--- src/rtl/counter_pkg.sv ---
// Shared types and defaults for the counter_nbit family.
package counter_pkg;

   localparam int unsigned CNT_W_DEF = 16;

   // Next-state select for the count register.
   typedef enum logic [1:0] {
      CNT_HOLD  = 2'd0,
      CNT_LOAD  = 2'd1,
      CNT_STEP  = 2'd2,
      CNT_BOUND = 2'd3
   } cnt_op_t;

   // Behaviour of the count at a boundary event.
   typedef enum logic {
      BND_WRAP = 1'b0,
      BND_SAT  = 1'b1
   } bnd_mode_t;

endpackage : counter_pkg

--- src/rtl/incdec_nbit.sv ---
// Combinational incrementer/decrementer built from half-adder ripple chains,
// plus the zero and limit compares the counter needs for boundary decode.
module incdec_nbit
   import counter_pkg::*;
#(
   parameter int unsigned WIDTH = CNT_W_DEF
) (
   input  logic [WIDTH-1:0] count,
   input  logic [WIDTH-1:0] limit,
   output logic [WIDTH-1:0] inc_c,
   output logic [WIDTH-1:0] dec_c,
   output logic             is_zero_c,
   output logic             ge_limit_c
);

   // Half-adder chain: carry-in of 1 gives count+1, borrow-in of 1 gives count-1.
   always_comb begin
      logic carry;
      logic borrow;
      carry  = 1'b1;
      borrow = 1'b1;
      inc_c  = '0;
      dec_c  = '0;
      for (int i = 0; i < int'(WIDTH); i++) begin
         inc_c[i] = count[i] ^ carry;
         carry    = count[i] & carry;
         dec_c[i] = count[i] ^ borrow;
         borrow   = ~count[i] & borrow;
      end
   end

   // Compares used to detect the up and down boundaries.
   always_comb begin
      is_zero_c  = (count == '0);
      ge_limit_c = (count >= limit);
   end

endmodule : incdec_nbit

--- src/rtl/counter_nbit.sv ---
// Parametrised up/down counter with enable, parallel load, runtime modulo
// limit, terminal-count pulse and sticky overflow flag.
// Build option: define COUNTER_NBIT_SAT_EN to saturate at the boundary
// instead of wrapping; the port list is identical in both builds.
module counter_nbit
   import counter_pkg::*;
#(
   parameter int unsigned     WIDTH   = CNT_W_DEF,
   parameter logic [WIDTH-1:0] RST_VAL = '0
) (
   input  logic             clk,
   input  logic             rst_n,
   input  logic             en,
   input  logic             up,
   input  logic             load,
   input  logic [WIDTH-1:0] load_val,
   input  logic [WIDTH-1:0] limit,
   output logic [WIDTH-1:0] count,
   output logic             tc,
   output logic             ovf
);

`ifdef COUNTER_NBIT_SAT_EN
   localparam bnd_mode_t BND_MODE = BND_SAT;
`else
   localparam bnd_mode_t BND_MODE = BND_WRAP;
`endif

   logic [WIDTH-1:0] inc_val;
   logic [WIDTH-1:0] dec_val;
   logic             is_zero;
   logic             ge_limit;

   cnt_op_t          op;
   logic [WIDTH-1:0] count_nxt;
   logic             tc_nxt;
   logic             ovf_nxt;

   incdec_nbit #(
      .WIDTH (WIDTH)
   ) u_incdec (
      .count      (count),
      .limit      (limit),
      .inc_c      (inc_val),
      .dec_c      (dec_val),
      .is_zero_c  (is_zero),
      .ge_limit_c (ge_limit)
   );

   // Operation decode: load beats enable; an enabled step at the edge of the
   // range becomes a boundary event (count above limit counts as the edge).
   always_comb begin
      op = CNT_HOLD;
      if (load) begin
         op = CNT_LOAD;
      end else if (en) begin
         if (up) begin
            op = ge_limit ? CNT_BOUND : CNT_STEP;
         end else begin
            op = is_zero ? CNT_BOUND : CNT_STEP;
         end
      end
   end

   // Next-state mux for count, terminal count and overflow.
   always_comb begin
      count_nxt = count;
      tc_nxt    = 1'b0;
      ovf_nxt   = ovf;
      unique case (op)
         CNT_LOAD: begin
            count_nxt = load_val;
            ovf_nxt   = 1'b0;
         end
         CNT_STEP: begin
            count_nxt = up ? inc_val : dec_val;
         end
         CNT_BOUND: begin
            tc_nxt  = 1'b1;
            ovf_nxt = 1'b1;
            if (BND_MODE == BND_SAT) begin
               count_nxt = up ? limit : '0;
            end else begin
               count_nxt = up ? '0 : limit;
            end
         end
         default: begin
            count_nxt = count;
         end
      endcase
   end

   // Output registers; reset clears any pending terminal count.
   always_ff @(posedge clk or negedge rst_n) begin
      if (!rst_n) begin
         count <= RST_VAL;
         tc    <= 1'b0;
         ovf   <= 1'b0;
      end else begin
         count <= count_nxt;
         tc    <= tc_nxt;
         ovf   <= ovf_nxt;
      end
   end

endmodule : counter_nbit

--- config.mk ---
export PLATFORM = sky130hd
export DESIGN_NAME = counter_nbit
export DESIGN_NICKNAME = d
export VERILOG_FILES = /design/src/rtl/counter_pkg.sv /design/src/rtl/incdec_nbit.sv /design/src/rtl/counter_nbit.sv
export SDC_FILE = /design/constraint.sdc
export NUM_CORES = 1
export LEC_CHECK = 0
export CORE_ASPECT_RATIO = 0.6
export CORE_UTILIZATION = 53
export CTS_CLUSTER_DIAMETER = 50
export DETAILED_ROUTE_END_ITERATION = 8
export PLACE_DENSITY = 0.86
export SYNTH_ARGS = -nofsm -noshare
export SYNTH_HDL_FRONTEND = slang
export SYNTH_HIERARCHICAL = 1
export SYNTH_SLANG_ARGS = --single-unit
--- constraint.sdc ---
create_clock -name clk -period 5.46 [get_ports clk]
set_clock_uncertainty 0.2 [all_clocks]
set_input_delay 1.092 -clock clk [delete_from_list [all_inputs] [get_ports clk]]
set_output_delay 1.092 -clock clk [all_outputs]
set_load 0.1 [all_outputs]
# [Word-level counts from Yosys, hierarchy flattened]
# Index checks and enable logic that the tools add are counted.
[word_totals] regBits=18 latchBits=0 ramBits=0 rom_bits=0 input_bits=37 elab_cells=93 n_memories=0
[classes] addsub=0 n_mul=0 div=0 n_lt_le_gt_ge=1 n_eq_ne=3 n_shift=0 mux=10 bitwise=73 n_reduce_logical=3
[ops] operator="16-bit case mux with 3 select lines" count=1
[ops] operator="16-bit 2-to-1 mux" count=2
[ops] operator="1-bit bitwise XOR" count=30
[ops] operator="1-bit bitwise AND" count=28
[ops] operator="16-bit >= comparator" count=1
[ops] operator="16-bit zero test" count=1
[ops] operator="1-bit NOT" count=15
[ops] operator="2-bit == test, second input constant" count=2
[ops] operator="1-bit 2-to-1 mux" count=4
[ops] operator="2-bit 2-to-1 mux" count=2
[ops] operator="3-bit nonzero test" count=1
[ops] operator="2-bit by 1-bit == test with 1-bit output, second input constant" count=1
[ops] operator="1-bit case mux with 2 select lines" count=1
[ops] operator="2-bit nonzero test" count=1

# [Longest topological paths before layout]
# Gate-level depths: netlist of the first run.
[depth] depth_word=18 mapped_depth=18 ltp_nobuf=18

# [Hierarchy]
# Netlist of the first run, hierarchy kept.
[by_module_without_submodules] mod="counter_nbit" n_inst=1 cells_each=106 area_each_um2=1103.6 seq_area_each_um2=450.4
[by_module_without_submodules] mod="incdec_nbit" n_inst=1 cells_each=117 area_each_um2=959.7 seq_area_each_um2=0.0

# [Worst setup path after synthesis of the first run]
# OpenSTA, ideal clock, no wires.
[synth_timing] kind="reg2reg" from="register count[0]" to="register count[15]" setup_time_ns=0.133 arrival_ns=4.082 t_required_ns=5.127 slack_ns=1.046 stages_incl_launch_ff=19 n_path_buf=0 period_less_slack_ns=4.414 path_cell_list="dfrtp_1 > inv_1 > ha_1 > ha_1 > ha_1 > ha_1 > ha_1 > ha_1 > ha_1 > ha_1 > ha_1 > ha_1 > ha_1 > ha_1 > ha_1 > ha_1 > xor2_1 > o221ai_1 > o22ai_1"
[synth_between] elab_chain_cells=18 elab_cells_between_ends=44 classes_between="1 x order compare; 3 x eq/ne; 7 x mux; 31 x bitwise; 2 x reduce/logical"
[synth_lines] item="from (decl)" line="counter_nbit.sv:18" text="output logic [WIDTH-1:0] count,"
[synth_lines] item="from (signal assigned)" line="counter_nbit.sv:100" text="count <= count_nxt;"
[synth_lines] item="1-bit NOT (no line)"
[synth_lines] item="via dec_val[0]" line="counter_nbit.sv:30" text="logic [WIDTH-1:0] dec_val;"
[synth_lines] item="1-bit bitwise AND (14 in a row)" line="incdec_nbit.sv:28" text="borrow = ~count[i] & borrow;"
[synth_lines] item="1-bit bitwise XOR" line="incdec_nbit.sv:27" text="dec_c[i] = count[i] ^ borrow;"
[synth_lines] item="via dec_val[15]" line="counter_nbit.sv:30"
[synth_lines] item="16-bit 2-to-1 mux" line="counter_nbit.sv:76" text="count_nxt = up ? inc_val : dec_val;"
[synth_lines] item="16-bit case mux with 3 select lines" line="counter_nbit.sv:70" text="unique case (op)"
# The timed path passes the listed nets, and every way through them passes these cells.
# A chain may end at the register's enable or synchronous reset.

# [Worst setup path in the final report of the first run]
# Ends and elaborated chain as after synthesis.

==> parameters.txt, run 1 <==
Parameter                              Value

Run status
  Run status ... finished, final reports clean

Setup path
  Kind of cell adding the most delay to the critical path ... adder cells
  Critical Path End Type ... flip-flop
  Crit-path slowest cell ... sky130_fd_sc_hd__dfrtp_1
  Critical path buffer and inverter count ... 1
  Maximum fanout count along the critical path ... 5
  Slowest stage delay, CP ... 420 ps
  Class of the most critical setup path ... reg -> reg
  Critical Path Stages ... 18
  Worst path cell trace ... inv_1, ha_1, ha_1, ha_1, ha_1, ha_1, ha_1, ha_1, ha_1, ha_1, ha_1, ha_1, ha_1, ha_1, ha_1, xor2_1, o221ai_1, o22ai_1
  Signal arrival time at the worst endpoint ... 3980 ps
  Kind of start point of the critical path ... flip-flop
  CP most frequent cell ... sky130_fd_sc_hd__ha_1
  Count of cells along the worst register-to-register path ... 18
  Worst EP required ... 5370 ps

Power and ir drop
  Sw Ratio ... 0.475
  Internal Dissipation ... 0.000316 W
  Post-layout power ... 0.000602 W
  Maximum vdd ir drop ... 0.152 mV
  Share of total power in sequential cells ... 0.295
  LEAKAGE ... 1.33 nW
  Net switching power of the design ... 0.000286 W
  Part of the total power dissipated in combinational logic ... 0.544
  Portion of total power attributed to the clock network ... 0.160
  Power density normalized to cell area ... 229 nW/um^2

Clock network
  Total of cells resized after clock tree synthesis ... 0
  H-Tree Level Count ... 1
  Clock-pin slew of the registers on the worst-case setup and hold paths ... 80 ps
  Buffer levels on the longest clock path ... 2
  Clk_lat worst skew ... 260 ps
  Library cell used as clock root buffer ... sky130_fd_sc_hd__clkbuf_8
  Clk sinks ... 18
  Total clock buffers created by CTS ... 3
  Quantity of hold-fixing buffers added after cts ... 0
  Number of buffers added for setup after CTS ... 0
  CTS tree ... done

STA
  Transition time of the tightest slew-check pin ... 971 ps
  Slew Limit Headroom ... 0.350
  Highest clock frequency the design can meet ... 0.245 GHz
  Post-route fraction of the period consumed by the critical path ... 0.746
  Setup repair after global routing missed its margin ... no
  Setup TNS ... 0 ps
  Final setup violating endpoints ... 0
  Setup WS post-layout ... 1390 ps
  Final Hold Viols ... 0
  Final worst path period need ... 4070 ps
  Count of final max-slew check failures ... 0

Yosys
  Yosys reg bits ... 18
  Post-Synthesis Cell Area ... 2060 um^2
  Sequential area share after synthesis ... 0.218
  Unique cell type count in the Yosys netlist ... 45
  Synthesized instance count ... 223
  Top area cells in the synthesized netlist ... sky130_fd_sc_hd__ha_1 27%, sky130_fd_sc_hd__dfrtp_1 22%, sky130_fd_sc_hd__inv_1 8.2%
  Top cell type by total area after synthesis ... sky130_fd_sc_hd__ha_1
  Syn_nets ... 304
  Synth Warn # ... 6
  Post-synth ARST share ... 1.00
  Top FF cell, synth ... sky130_fd_sc_hd__dfrtp_1
  Share of the synthesized area in the top cell type ... 0.267
  Avg Synthesized Cell Area ... 9.25 um^2
  Post-synth EDFFs ... 0

GRT
  Global-route wire length before repair ... 8690 um
  Number of global-route vias before repair ... 1780
  Number of antenna violations at the first check in global routing ... 0
  Total global routing overflow ... 0
  Gr usage total ... 0.279
  Pin count of the biggest net entering global routing ... 30

Cells and area
  Commonest cells after routing, fill and taps aside ... 54 x sky130_fd_sc_hd__clkdlybuf4s50_1, 45 x sky130_fd_sc_hd__inv_1, 44 x sky130_fd_sc_hd__ha_1
  Final layout net count ... 354
  Fraction of final layout cells sized beyond drive strength 1 ... 0.0517
  Synthesis-to-finish area growth ... 27.1%
  N_diodes ... 0
  Most frequent standard cell in the layout excluding fill and tap cells ... sky130_fd_sc_hd__clkdlybuf4s50_1

Floorplanning
  Area of the core ... 3700 um^2
  Number of placement rows ... 17
  Effective utilization at floorplan ... 0.557
  Area of the die ... 4150 um^2
  Width of the die ... 82.6 um
  Die Y-Extent ... 50.3 um
  # IOs ... 55

Detailed routing
  Routed wirelength normalized by instance count ... 16.7 um
  DR iter-0 viols ... 151
  First-pass detailed-route iteration total ... 4
  Vias after detailed routing ... 1920
  Antenna-violating nets left ... 0
  DRC errors left ... 0
  Drt total wl ... 5320 um
  Average via count per standard cell ... 6.04

Placement
  Post-place setup slack ... 1420 ps
  Port bufs ... 54
  Half-perimeter wire length after placement ... 3950 um
  Global placer's final weighted congestion ... 0.908

Job
  Max cap viols ... 0

Worst hold path
  Worst hold-check path type ... reg -> reg
  Worst hold path depth ... 2
## cell type report
cell class	instances	area, um^2
clock buffer	3	41.3
fill	299	1080
inverter	46	173
multi-input combinational	149	1350
sequential	18	450
tap	47	58.8
timing repair buffer	55	548
## tightest hold or removal path: cells and delay by family (launching register included)
kind            cells  cell delay [ps]
flops               1              370
compound gates      1               50
simple gates        1               80
## through the flow
| stage | hold slack [ps] | cell area (um^2) | cells | utilization |
|---|---|---|---|---|
| floorplan | 596 | 2060 | 223 | - |
| global placement | 292 | 2580 | 315 | 0.697 |
| detailed placement | 313 | 2580 | 315 | 0.697 |
| CTS | 331 | 2620 | 318 | 0.709 |
| global route | 362 | 2620 | 318 | 0.709 |
| finish | 338 | 2620 | 318 | 0.709 |
## power groups by stage
| stage | sequential, W | clock, W | combinational, W |
|---|---|---|---|
| 3_3_place_gp | 0.000180 | 0 | 0.000316 |
| 4_1_cts | 0.000178 | 0.0000952 | 0.000325 |
| 6_report | 0.000178 | 0.0000965 | 0.000327 |
| 5_1_grt | 0.000181 | 0.000103 | 0.000351 |
| 2_1_floorplan | 0.000285 | 0 | 0.000125 |
| 3_5_place_dp | 0.000180 | 0 | 0.000323 |
## path summary, 6_finish.rpt
| path | startpoint | to | slack (ps) |
|---|---|---|---|
| worst min register to register | ovf$_DFFE_PN0P_ | ovf$_DFFE_PN0P_ | 340 |
| max in group asynchronous | rst_n | count[13]$_DFFE_PN0P_ | 3380 |
| worst max register to register | count[0]$_DFFE_PN0P_ | count[15]$_DFFE_PN0P_ | 1390 |
| worst max-delay path | count[0]$_DFFE_PN0P_ | count[15]$_DFFE_PN0P_ | 1390 |
| worst min-delay path | ovf$_DFFE_PN0P_ | ovf$_DFFE_PN0P_ | 340 |
| min in group asynchronous | rst_n | count[10]$_DFFE_PN0P_ | 1130 |
## registers in the layout, indices dropped and copies added (netlist names)
register  flops
count        16
ovf           1
tc            1
## kinds of logic after synthesis
| family | share of synthesized area |
|---|---|
| AO/OA/AOI/OAI | 0.228 |
| buffers and inverters | 0.127 |
| adder cells (fa/ha/maj) | 0.267 |
| AND/OR/NAND/NOR | 0.107 |
| flip-flops | 0.218 |
| multiplexers | 0.0443 |
| XOR/XNOR | 0.00849 |
## per-layer routing
metal / track usage / vias to the layer above / part of all wire
li1: - / 921 / -
met1: 0.419 / 913 / 0.48
met2: 0.423 / 82 / 0.44
met3: 0.0509 / 4 / 0.081
met4: 0.0374 / 0 / 0.0040
met5: 0 / - / 0
## synth_stat cells, drive strengths merged, types with 2 or more instances
cell type / count
ha: 44
xor2: 2
or2b: 6
nor4: 2
dfrtp: 18
nand2b: 5
o21ai: 9
and4: 2
o221ai: 9
a21oi: 12
nand3: 2
o22ai: 18
and3: 2
nor2: 3
inv: 45
nor3: 2
mux2i: 8
a222oi: 6
buf: 9
(Power assumes the default switching activity.)
==> run 2: changes to the inputs <==
--- a/config.mk
+++ b/config.mk
@@ -6,10 +6,10 @@
 export NUM_CORES = 1
 export LEC_CHECK = 0
 export CORE_ASPECT_RATIO = 0.6
-export CORE_UTILIZATION = 53
+export CORE_UTILIZATION = 49
 export CTS_CLUSTER_DIAMETER = 50
 export DETAILED_ROUTE_END_ITERATION = 8
-export PLACE_DENSITY = 0.86
+export PLACE_DENSITY = 0.81
 export SYNTH_ARGS = -nofsm -noshare
 export SYNTH_HDL_FRONTEND = slang
 export SYNTH_HIERARCHICAL = 1
==> constraint.sdc (replaced) <==
create_clock -name clk -period 4.2 [get_ports clk]
set_clock_uncertainty 0.2 [all_clocks]
set_input_delay 0.84 -clock clk [delete_from_list [all_inputs] [get_ports clk]]
set_output_delay 0.84 -clock clk [all_outputs]
set_load 0.1 [all_outputs]
==> run 2 against run 1 <==
Against the previous run:
- critical path depth stayed put
- design area rose by 1.0%
- first-iteration DRC count up 4.6%
- combinational power increased by 31%
- global-route usage shrank 0.57 points
- routed wire length increased by 6.3%
- final cell count increased by 3.8%
- non-clock buffer count up 1
- sequential power up 31%
- clock power is 41% higher
- largest cell class unchanged
==> parameters.txt, run 2 (synthesis gave the netlist of run 1 again) <==
Parameter                              Value

Power and ir drop
  Share of total power in sequential cells ... 0.292
  Internal Dissipation ... 0.000416 W
  LEAKAGE ... 1.33 nW
  Portion of total power attributed to the clock network ... 0.171
  Sw Ratio ... 0.479
  Part of the total power dissipated in combinational logic ... 0.537
  Power density normalized to cell area ... 301 nW/um^2
  Net switching power of the design ... 0.000382 W
  Maximum vdd ir drop ... 0.162 mV

Cells and area
  Commonest cells after routing, fill and taps aside ... 54 x sky130_fd_sc_hd__clkdlybuf4s50_1, 45 x sky130_fd_sc_hd__inv_1, 44 x sky130_fd_sc_hd__ha_1
  Cell area after layout ... 2650 um^2
  Number of flip-flops under the largest register name ... 16
  Register with the highest flop count ... count
  Fraction of final layout cells sized beyond drive strength 1 ... 0.0623
  Final layout net count ... 355
  Most frequent standard cell in the layout excluding fill and tap cells ... sky130_fd_sc_hd__clkdlybuf4s50_1
  Synthesis-to-finish area growth ... 28.4%
  N_diodes ... 0
  Registers with the most flip-flops ... count (16), ovf (1), tc (1)

Job
  Max cap viols ... 0

Placement
  Half-perimeter wire length after placement ... 4230 um
  Port bufs ... 54
  Dpl cell area ... 2600 um^2
  Global placer's final weighted congestion ... 0.906

STA
  Final worst path period need ... 3960 ps
  Highest clock frequency the design can meet ... 0.253 GHz
  Count of final max-slew check failures ... 0
  Transition time of the tightest slew-check pin ... 980 ps
  Post-route fraction of the period consumed by the critical path ... 0.942
  Setup repair after global routing missed its margin ... no
  Slew Limit Headroom ... 0.345
  Final setup violating endpoints ... 0
  Final Hold Viols ... 0
  Setup TNS ... 0 ps

Detailed routing
  Antenna-violating nets left ... 0
  DRC errors left ... 0
  Average via count per standard cell ... 5.83
  Vias after detailed routing ... 1925
  DR iter-0 viols ... 158
  Routed wirelength normalized by instance count ... 17.1 um
  First-pass detailed-route iteration total ... 6
  Drt total wl ... 5650 um

GRT
  Grt met2 use ... 0.425
  Global routing's busiest layer ... met2
  Pin count of the biggest net entering global routing ... 30
  Global Route met3 Usage ... 0.0709
  Met1 Usage GRT ... 0.378
  Total global routing overflow ... 0
  Global-route wire length before repair ... 9220 um
  Number of global-route vias before repair ... 1884
  Number of antenna violations at the first check in global routing ... 0
  Gr usage total ... 0.274

Clock network
  H-Tree Level Count ... 1
  Library cell used as clock root buffer ... sky130_fd_sc_hd__clkbuf_8
  Quantity of hold-fixing buffers added after cts ... 0
  Number of buffers added for setup after CTS ... 0
  CTS tree ... done
  Total of cells resized after clock tree synthesis ... 0
  Buffer levels on the longest clock path ... 2
  Clk sinks ... 18
  Clock-pin slew of the registers on the worst-case setup and hold paths ... 80 ps
  Total clock buffers created by CTS ... 3
  Clk_lat worst skew ... 260 ps

Setup path
  Worst path cell trace ... inv_1, ha_1, ha_1, ha_1, ha_1, ha_1, ha_1, ha_1, ha_1, ha_1, ha_1, ha_1, ha_1, ha_1, ha_1, xor2_1, o221ai_1, o22ai_1
  Signal arrival time at the worst endpoint ... 3900 ps
  Crit-path slowest cell ... sky130_fd_sc_hd__dfrtp_2
  Slowest stage delay, CP ... 400 ps
  Kind of start point of the critical path ... flip-flop
  Worst Setup SP ... count[0]$_DFFE_PN0P_
  CP most frequent cell ... sky130_fd_sc_hd__ha_1
  Start of the worst register-to-register path ... count[0]$_DFFE_PN0P_
  Kind of cell adding the most delay to the critical path ... adder cells
  Worst EP required ... 4150 ps
  Critical Path End Type ... flip-flop
  Critical path buffer and inverter count ... 1
  Class of the most critical setup path ... reg -> reg
  Maximum fanout count along the critical path ... 5

Worst hold path
  Start point of the worst min-delay path ... ovf$_DFFE_PN0P_
  Worst hold-check path type ... reg -> reg

Floorplanning
  # IOs ... 55
  Width of the die ... 85.8 um
  Die Y-Extent ... 52.3 um
  Area of the core ... 3850 um^2
  Area of the die ... 4480 um^2
  Effective utilization at floorplan ... 0.536
  Number of placement rows ... 17

Run status
  Run status ... finished, final reports clean
==> run 2: worst paths after layout <==
| kind | to | slack [ps] | cells after the start |
|---|---|---|---|
| min in group asynchronous | count[15]$_DFFE_PN0P_ | 890 | 1 |
| setup reg to reg | count[15]$_DFFE_PN0P_ | 240 | 18 |
| hold reg to reg | ovf$_DFFE_PN0P_ | 320 | 2 |
| max in group asynchronous | count[1]$_DFFE_PN0P_ | 2300 | 1 |
| hold / removal | ovf$_DFFE_PN0P_ | 320 | 2 |
| setup / recovery | count[15]$_DFFE_PN0P_ | 240 | 18 |
==> run 2: per-layer routing <==
| layer | part of all wire | wire, um |
|---|---|---|
| met1 | 0.48 | 2690 |
| met2 | 0.42 | 2350 |
| met3 | 0.090 | 509 |
| met5 | 0 | 0 |
| met4 | 0.016 | 92 |
==> run 2: area by class of cell <==
cell class / instances / area (um^2)
multi-input combinational: 149 / 1350
fill: 324 / 1200
timing repair buffer: 56 / 556
sequential: 18 / 453
inverter: 46 / 173
tap: 57 / 71.3
clock buffer: 4 / 45.0
==> run 2: power groups by stage <==
stage | clock [W] | sequential [W] | combinational [W]
after floorplan | 0 | 0.000371 | 0.000163
after global placement | 0 | 0.000235 | 0.000418
after detailed placement | 0 | 0.000235 | 0.000423
after CTS | 0.000135 | 0.000232 | 0.000427
after global routing | 0.000144 | 0.000238 | 0.000459
final | 0.000136 | 0.000233 | 0.000428
==> run 2: worst min-delay path: cells and delay by family, from the launching register on <==
family	cells	cell delay, ps
AOI/OAI and AO/OA	1	50
DFF	1	360
and+or+nand+nor	1	70
==> run 2: per-stage QoR <==
stage,worst slack (ps),cells,utilization,hold WS (ps),total power (W)
after CTS,259,330,0.688,319,0.000794
after detailed placement,266,326,0.676,295,0.000659
final,242,330,0.688,322,0.000798
after global routing,110,330,0.688,384,0.000841
after floorplan,85.2,223,-,344,0.000533
after global placement,359,326,0.676,292,0.000653
